===== config.mk =====
export PLATFORM = sky130hd
export DESIGN_NAME = txt_arbiter
export DESIGN_NICKNAME = d
export VERILOG_FILES = /design/src/rtl/txt_pkg.sv /design/src/rtl/txt_rdpipe.sv /design/src/rtl/txt_arbiter.sv
export SDC_FILE = /design/constraint.sdc
export NUM_CORES = 1
export LEC_CHECK = 0
export CORE_MARGIN = 5
export CORE_UTILIZATION = 38
export CTS_BUF_LIST = sky130_fd_sc_hd__clkbuf_16
export CTS_CLUSTER_DIAMETER = 100
export DETAILED_ROUTE_END_ITERATION = 6
export PLACE_DENSITY_LB_ADDON = 0.08
export SYNTH_ARGS = -nofsm -noshare
export SYNTH_HDL_FRONTEND = slang
export SYNTH_HIERARCHICAL = 1
export SYNTH_SLANG_ARGS = --single-unit

===== constraint.sdc =====
create_clock -name clk -period 1.8 [get_ports clk]
set_input_delay 0.36 -clock clk [delete_from_list [all_inputs] [get_ports clk]]
set_output_delay 0.36 -clock clk [all_outputs]
set_load 0.03 [all_outputs]

===== src/rtl/txt_pkg.sv =====
// Shared types and address constants for the text/main RAM arbiter.
package txt_pkg;

  // Owner of an in-flight RAM access.
  typedef enum logic {
    OWN_VID = 1'b0,
    OWN_CPU = 1'b1
  } owner_t;

  // Text page window, shared with the video fetcher and the bench.
  localparam logic [15:0] TXT_BASE = 16'h0400;
  localparam logic [15:0] TXT_END  = 16'h07FF;

  // Width of the CPU starvation counter.
  localparam int unsigned STARVE_W = 4;

endpackage : txt_pkg


===== src/rtl/txt_rdpipe.sv =====
// Read-return pipeline: tracks owner and valid of each issued access for two
// cycles, then routes the RAM read data to the requester that issued it.
// A write enters as invalid, so it never produces a qv pulse.
module txt_rdpipe
  import txt_pkg::*;
#(
  parameter int unsigned DW = 8
) (
  input  logic          clk,
  input  logic          reset,
  input  logic          issue_vld_i,
  input  owner_t        issue_own_i,
  input  logic [DW-1:0] mem_q_i,
  output logic [DW-1:0] cpu_q_o,
  output logic          cpu_qv_o,
  output logic [DW-1:0] vid_q_o,
  output logic          vid_qv_o
);

  logic [1:0]    vld_q;
  owner_t        own1_q;
  owner_t        own2_q;

  logic [DW-1:0] cpu_q_q;
  logic [DW-1:0] cpu_q_d;
  logic          cpu_qv_q;
  logic          cpu_qv_d;
  logic [DW-1:0] vid_q_q;
  logic [DW-1:0] vid_q_d;
  logic          vid_qv_q;
  logic          vid_qv_d;

  // Shift owner/valid along with the RAM access: stage 1 is the cycle mem_adr
  // is presented, stage 2 the cycle mem_q carries the data.
  always_ff @(posedge clk or negedge reset) begin
    if (!reset) begin
      vld_q  <= '0;
      own1_q <= OWN_VID;
      own2_q <= OWN_VID;
    end else begin
      vld_q  <= {vld_q[0], issue_vld_i};
      own1_q <= issue_own_i;
      own2_q <= own1_q;
    end
  end

  // Route stage-2 data to its owner; the other requester's data holds.
  always_comb begin
    cpu_q_d  = cpu_q_q;
    vid_q_d  = vid_q_q;
    cpu_qv_d = 1'b0;
    vid_qv_d = 1'b0;
    if (vld_q[1]) begin
      if (own2_q == OWN_CPU) begin
        cpu_q_d  = mem_q_i;
        cpu_qv_d = 1'b1;
      end else begin
        vid_q_d  = mem_q_i;
        vid_qv_d = 1'b1;
      end
    end
  end

  // Register the returned data and the one-cycle valid pulses.
  always_ff @(posedge clk or negedge reset) begin
    if (!reset) begin
      cpu_q_q  <= '0;
      cpu_qv_q <= 1'b0;
      vid_q_q  <= '0;
      vid_qv_q <= 1'b0;
    end else begin
      cpu_q_q  <= cpu_q_d;
      cpu_qv_q <= cpu_qv_d;
      vid_q_q  <= vid_q_d;
      vid_qv_q <= vid_qv_d;
    end
  end

  assign cpu_q_o  = cpu_q_q;
  assign cpu_qv_o = cpu_qv_q;
  assign vid_q_o  = vid_q_q;
  assign vid_qv_o = vid_qv_q;

endmodule : txt_rdpipe


===== src/rtl/txt_arbiter.sv =====
// Arbiter sharing the single-port text/main RAM between the CPU bus and the
// video text fetcher. Video wins contention so raster timing holds; a
// starvation counter forces a CPU win after STARVE consecutive denied cycles.
module txt_arbiter
  import txt_pkg::*;
#(
  parameter int unsigned AW     = 16,
  parameter int unsigned DW     = 8,
  parameter int unsigned STARVE = 4
) (
  input  logic          clk,
  input  logic          reset,
  input  logic          cpu_req_i,
  input  logic          cpu_we_i,
  input  logic [AW-1:0] cpu_adr_i,
  input  logic [DW-1:0] cpu_d_i,
  output logic          cpu_gnt_o,
  output logic [DW-1:0] cpu_q_o,
  output logic          cpu_qv_o,
  input  logic          vid_req_i,
  input  logic [AW-1:0] vid_adr_i,
  output logic          vid_gnt_o,
  output logic [DW-1:0] vid_q_o,
  output logic          vid_qv_o,
  output logic [AW-1:0] mem_adr_o,
  output logic          mem_we_o,
  output logic [DW-1:0] mem_d_o,
  input  logic [DW-1:0] mem_q_i
);

  localparam logic [STARVE_W-1:0] STARVE_MAX = STARVE_W'(STARVE);

  logic [STARVE_W-1:0] starve_cnt_q;
  logic [STARVE_W-1:0] starve_cnt_d;
  logic                cpu_force;
  logic                cpu_gnt;
  logic                vid_gnt;

  logic [AW-1:0]       mem_adr_q;
  logic [AW-1:0]       mem_adr_d;
  logic                mem_we_q;
  logic                mem_we_d;
  logic [DW-1:0]       mem_d_q;
  logic [DW-1:0]       mem_d_d;
  logic                issue_vld;
  owner_t              issue_own;

  // Grant: a lone requester always wins; on contention video wins unless the
  // CPU has been denied STARVE times. Reset drops both grants at once.
  always_comb begin
    cpu_force = (starve_cnt_q == STARVE_MAX);
    cpu_gnt   = reset && cpu_req_i && (!vid_req_i || cpu_force);
    vid_gnt   = reset && vid_req_i && !(cpu_req_i && cpu_force);
  end

  assign cpu_gnt_o = cpu_gnt;
  assign vid_gnt_o = vid_gnt;

  // Count consecutive denied CPU cycles; any CPU transfer or dropped request
  // restarts the count.
  always_comb begin
    starve_cnt_d = starve_cnt_q;
    if (!cpu_req_i || cpu_gnt) begin
      starve_cnt_d = '0;
    end else if (starve_cnt_q != STARVE_MAX) begin
      starve_cnt_d = starve_cnt_q + 1'b1;
    end
  end

  // Starvation counter register.
  always_ff @(posedge clk or negedge reset) begin
    if (!reset) begin
      starve_cnt_q <= '0;
    end else begin
      starve_cnt_q <= starve_cnt_d;
    end
  end

  // Issue stage: load the winner's access. Idle cycles keep address and data
  // stable and only deassert the write enable.
  always_comb begin
    mem_adr_d = mem_adr_q;
    mem_d_d   = mem_d_q;
    mem_we_d  = 1'b0;
    issue_vld = 1'b0;
    issue_own = OWN_VID;
    if (cpu_gnt) begin
      mem_adr_d = cpu_adr_i;
      mem_d_d   = cpu_d_i;
      mem_we_d  = cpu_we_i;
      issue_vld = !cpu_we_i;
      issue_own = OWN_CPU;
    end else if (vid_gnt) begin
      mem_adr_d = vid_adr_i;
      issue_vld = 1'b1;
      issue_own = OWN_VID;
    end
  end

  // RAM-side registers.
  always_ff @(posedge clk or negedge reset) begin
    if (!reset) begin
      mem_adr_q <= '0;
      mem_we_q  <= 1'b0;
      mem_d_q   <= '0;
    end else begin
      mem_adr_q <= mem_adr_d;
      mem_we_q  <= mem_we_d;
      mem_d_q   <= mem_d_d;
    end
  end

  assign mem_adr_o = mem_adr_q;
  assign mem_we_o  = mem_we_q;
  assign mem_d_o   = mem_d_q;

  txt_rdpipe #(
    .DW(DW)
  ) u_rdpipe (
    .clk        (clk),
    .reset      (reset),
    .issue_vld_i(issue_vld),
    .issue_own_i(issue_own),
    .mem_q_i    (mem_q_i),
    .cpu_q_o    (cpu_q_o),
    .cpu_qv_o   (cpu_qv_o),
    .vid_q_o    (vid_q_o),
    .vid_qv_o   (vid_qv_o)
  );

endmodule : txt_arbiter


==> reports/metrics.cfg <==
[global_routing]
antenna_found_initial = 0
grt_first_pass_wirelength_mm = 9.27
grt_overflow = 0
grt_max_degree = 71
grt_pass1_vias = 1847
grt.total_usage = 0.158

[power]
fin_total_pwr_mw = 3.73
powerDensity_mw_per_mm2 = 1050
irDropWorstVdd_uv = 487
p_leak_nw = 1.51

[clock_network]
cts_inserted_buffers = 5
cts_tree = yes
ctsLongestPathBuffers = 2
clockRootBuffer = clkbuf_16
cts.htree.levels = 2
clock-sinks = 51
clk_pin_slew_ns = 0.06
clock_latency_ns = 0.28
cts_hold_buf = 0

[logic_synthesis]
synthCells = 149
synth_top_area_frac = 0.579
yosys.area.top_type = dfrtp_1
yosysSeqAreaShare = 0.579
synth.area.top_cells = dfrtp_1 (58%), o2111a_1 (8.2%), mux2_2 (7.7%), a221o_1 (7.3%), mux2_4 (5.4%)
synth_warnings = 6
syn_nets = 204
synthAdderAreaFrac = 0.0114
synth_top_family_by_area = compound AO/OA/AOI/OAI gates
syn_avg_cell_area_um2 = 14.8
syn_area_mm2 = 0.00220
synth_simple_gate_area_share = 0.0477
synthMuxAreaShare = 0.136
synth_compound_area_frac = 0.179
synth-xor-area-share = 0.00795
ys_seq_elements = 51
yosys.cell_types.count = 33

[sta]
fin_setup_tns_ns = -0.0722
min_period_over_period = 1.04
slew_violations = 0
finClkSkew_ns = 0.00583
finalWorstSetupSlack_ns = -0.0722
relSlewSlack = 0.763
post-route-min-period_ns = 1.87
grt_setup_unrepaired = yes
tightest_slew_ns = 0.355
finalHoldViolCount = 0
setup_violations = 1
max_freq_mhz = 534

[floorplanning]
start_util = 0.396
num_rows = 27
die-area_mm2 = 0.00743
die_h_um = 86.2
io_pins = 98
coreArea_mm2 = 0.00557
fp.dieW_um = 86.2

[flow_run]
cap_viol_max_count = 0

[critical_path]
worst-path-buf-inv = 3
critPathArrivalTime_ns = 1.51
max_stage_delay_ns = 0.39
crit_slowest_cell = dfrtp_1
crit_required_ns = 1.44
cp-end-kind = output port
crit_type = register to output port
path_cells = inv_2 > ha_4 > nand3b_4 > a211oi_4 > buf_4 > buf_6
worst-path-max-fanout = 3
start_kind = register
crit_family = flip-flops

[drt]
wl_per_cell_um = 17.3
drt_iter0_markers = 40
postRouteAntennaNets = 0
dr.pass1.iters = 4
routed_wl_mm = 5.77
drc = 0
via_per_inst = 5.11
vias = 1701

[finish]
layout-drive-gt1-share = 0.230
fill_cells = 452
final_cell_mix = clkdlybuf4s50_1 (94), dfrtp_1 (51), buf_4 (17), o2111a_1 (16), a221o_1 (16)
final_common_cell = clkdlybuf4s50_1
nets = 315
diodes = 0
area_growth_pct = 60.7

[min_path]
hold_class = input port to async pin

[placement]
port_buffers = 97
dp.final_hpwl_mm = 4.18
gp_congestion = 0.722

[status]
violations = setup timing
status = complete, but fails checks

-- power by group --
part / internal [mW] / switching (mW) / leakage [nW]
logic: 0.624 / 0.625 / 0.801
registers: 1.33 / 0.103 / 0.625
clock network: 0.648 / 0.394 / 0.0812
-- layer usage --
| metal | global-route usage | part of all wire |
|---|---|---|
| met1 | 0.191 | 0.42 |
| met2 | 0.270 | 0.49 |
| met3 | 0.0608 | 0.084 |
| met4 | 0.0297 | 0.0035 |
| met5 | 0 | 0 |
-- per-stage QoR --
| step | setup WS, ns | utilization | cell area (um^2) | hold slack (ns) | cells |
|---|---|---|---|---|---|
| final | -0.0722 | 0.636 | 3540 | 0.0999 | 333 |
| after global placement | -0.0992 | 0.597 | 3330 | 0.334 | 321 |
| after CTS | -0.102 | 0.634 | 3530 | 0.115 | 332 |
| after floorplan | 0.00784 | - | 2210 | 0.0644 | 149 |
| after detailed placement | -0.163 | 0.597 | 3330 | 0.335 | 321 |
| after global routing | -0.142 | 0.636 | 3540 | 0.133 | 333 |
-- final cells by class --
| cell class | instances | area, um^2 | area share |
|---|---|---|---|
| clock inverter | 3 | 38.8 | 0.0109 |
| clock buffer | 5 | 125 | 0.0353 |
| multi-input combinational | 81 | 858 | 0.242 |
| sequential | 51 | 1280 | 0.360 |
| inverter | 5 | 18.8 | 0.00530 |
| timing repair buffer | 116 | 1140 | 0.321 |
| tap | 72 | 90.1 | 0.0254 |
-- state kept, by name, summed over array words and instances, names as in the netlist --
| name | flops |
|---|---|
| u_rdpipe/vld_q | 2 |
| mem_d_o | 8 |
| u_rdpipe/own1_q | 1 |
| starve_cnt_q | 4 |
| u_rdpipe/cpu_q_o | 8 |
| u_rdpipe/vid_qv_o | 1 |
| mem_adr_o | 16 |
| u_rdpipe/cpu_qv_o | 1 |
| u_rdpipe/vid_q_o | 8 |
| mem_we_o | 1 |
| u_rdpipe/own2_q | 1 |
-- kinds of logic (layout without fill, tap and decap cells) --
logic type	Yosys count	after routing
compound gates	39	39
simple gates	14	14
buf+inv	17	129
xor+xnor	2	2
flops	51	51
mux	24	24
fa+ha+maj	2	2
-- worst reg2reg max path: stages, from the launching register on --
cell      delay [ns]
dfrtp_1         0.39
inv_2           0.08
ha_4            0.15
nand3b_4        0.10
a211oi_4        0.24
buf_4           0.16
buf_6           0.15
mux2_2          0.35
-- Yosys cell counts, drive strengths merged --
cell type / n
dfrtp: 51
mux2: 24
a221o: 16
o2111a: 16
buf: 8
inv: 5
clkbuf: 4
a211oi: 2
a21oi: 2
ha: 2
nand3: 2
nand3b: 2
nor2b: 2
nor3: 2
o21ai: 2
and2: 1
and3b: 1
nand2: 1
nand2b: 1
nor2: 1
nor4: 1
o21a: 1
xnor2: 1
xor2: 1
-- what timing repair did --
item | 4_1_cts | 5_1_grt
buffers inserted | 3 | 1
endpoints found under the setup margin | 2 | 9
gates resized for setup | 5 | 2
cloned | 0 | 0
pin swaps | 2 | 1
hold endpoints to repair | 0 | 0
-- worst paths after layout --
kind / depth (start not counted) / from / to / slack [ns]
min in group clk: 0 / u_rdpipe/vld_q[0] / u_rdpipe/vld_q[1] / 0.35
setup reg to reg: 7 / starve_cnt_q[1] / mem_d_o[1] / 0.07
max in group asynchronous: 2 / reset / mem_adr_o[9] / 1.43
hold reg to reg: 0 / u_rdpipe/vld_q[0] / u_rdpipe/vld_q[1] / 0.35
hold / removal: 2 / reset / mem_adr_o[3] / 0.1
setup / recovery: 6 / starve_cnt_q[1] / cpu_gnt_o / -0.07
No activity file was read; power rests on OpenSTA's default activity.
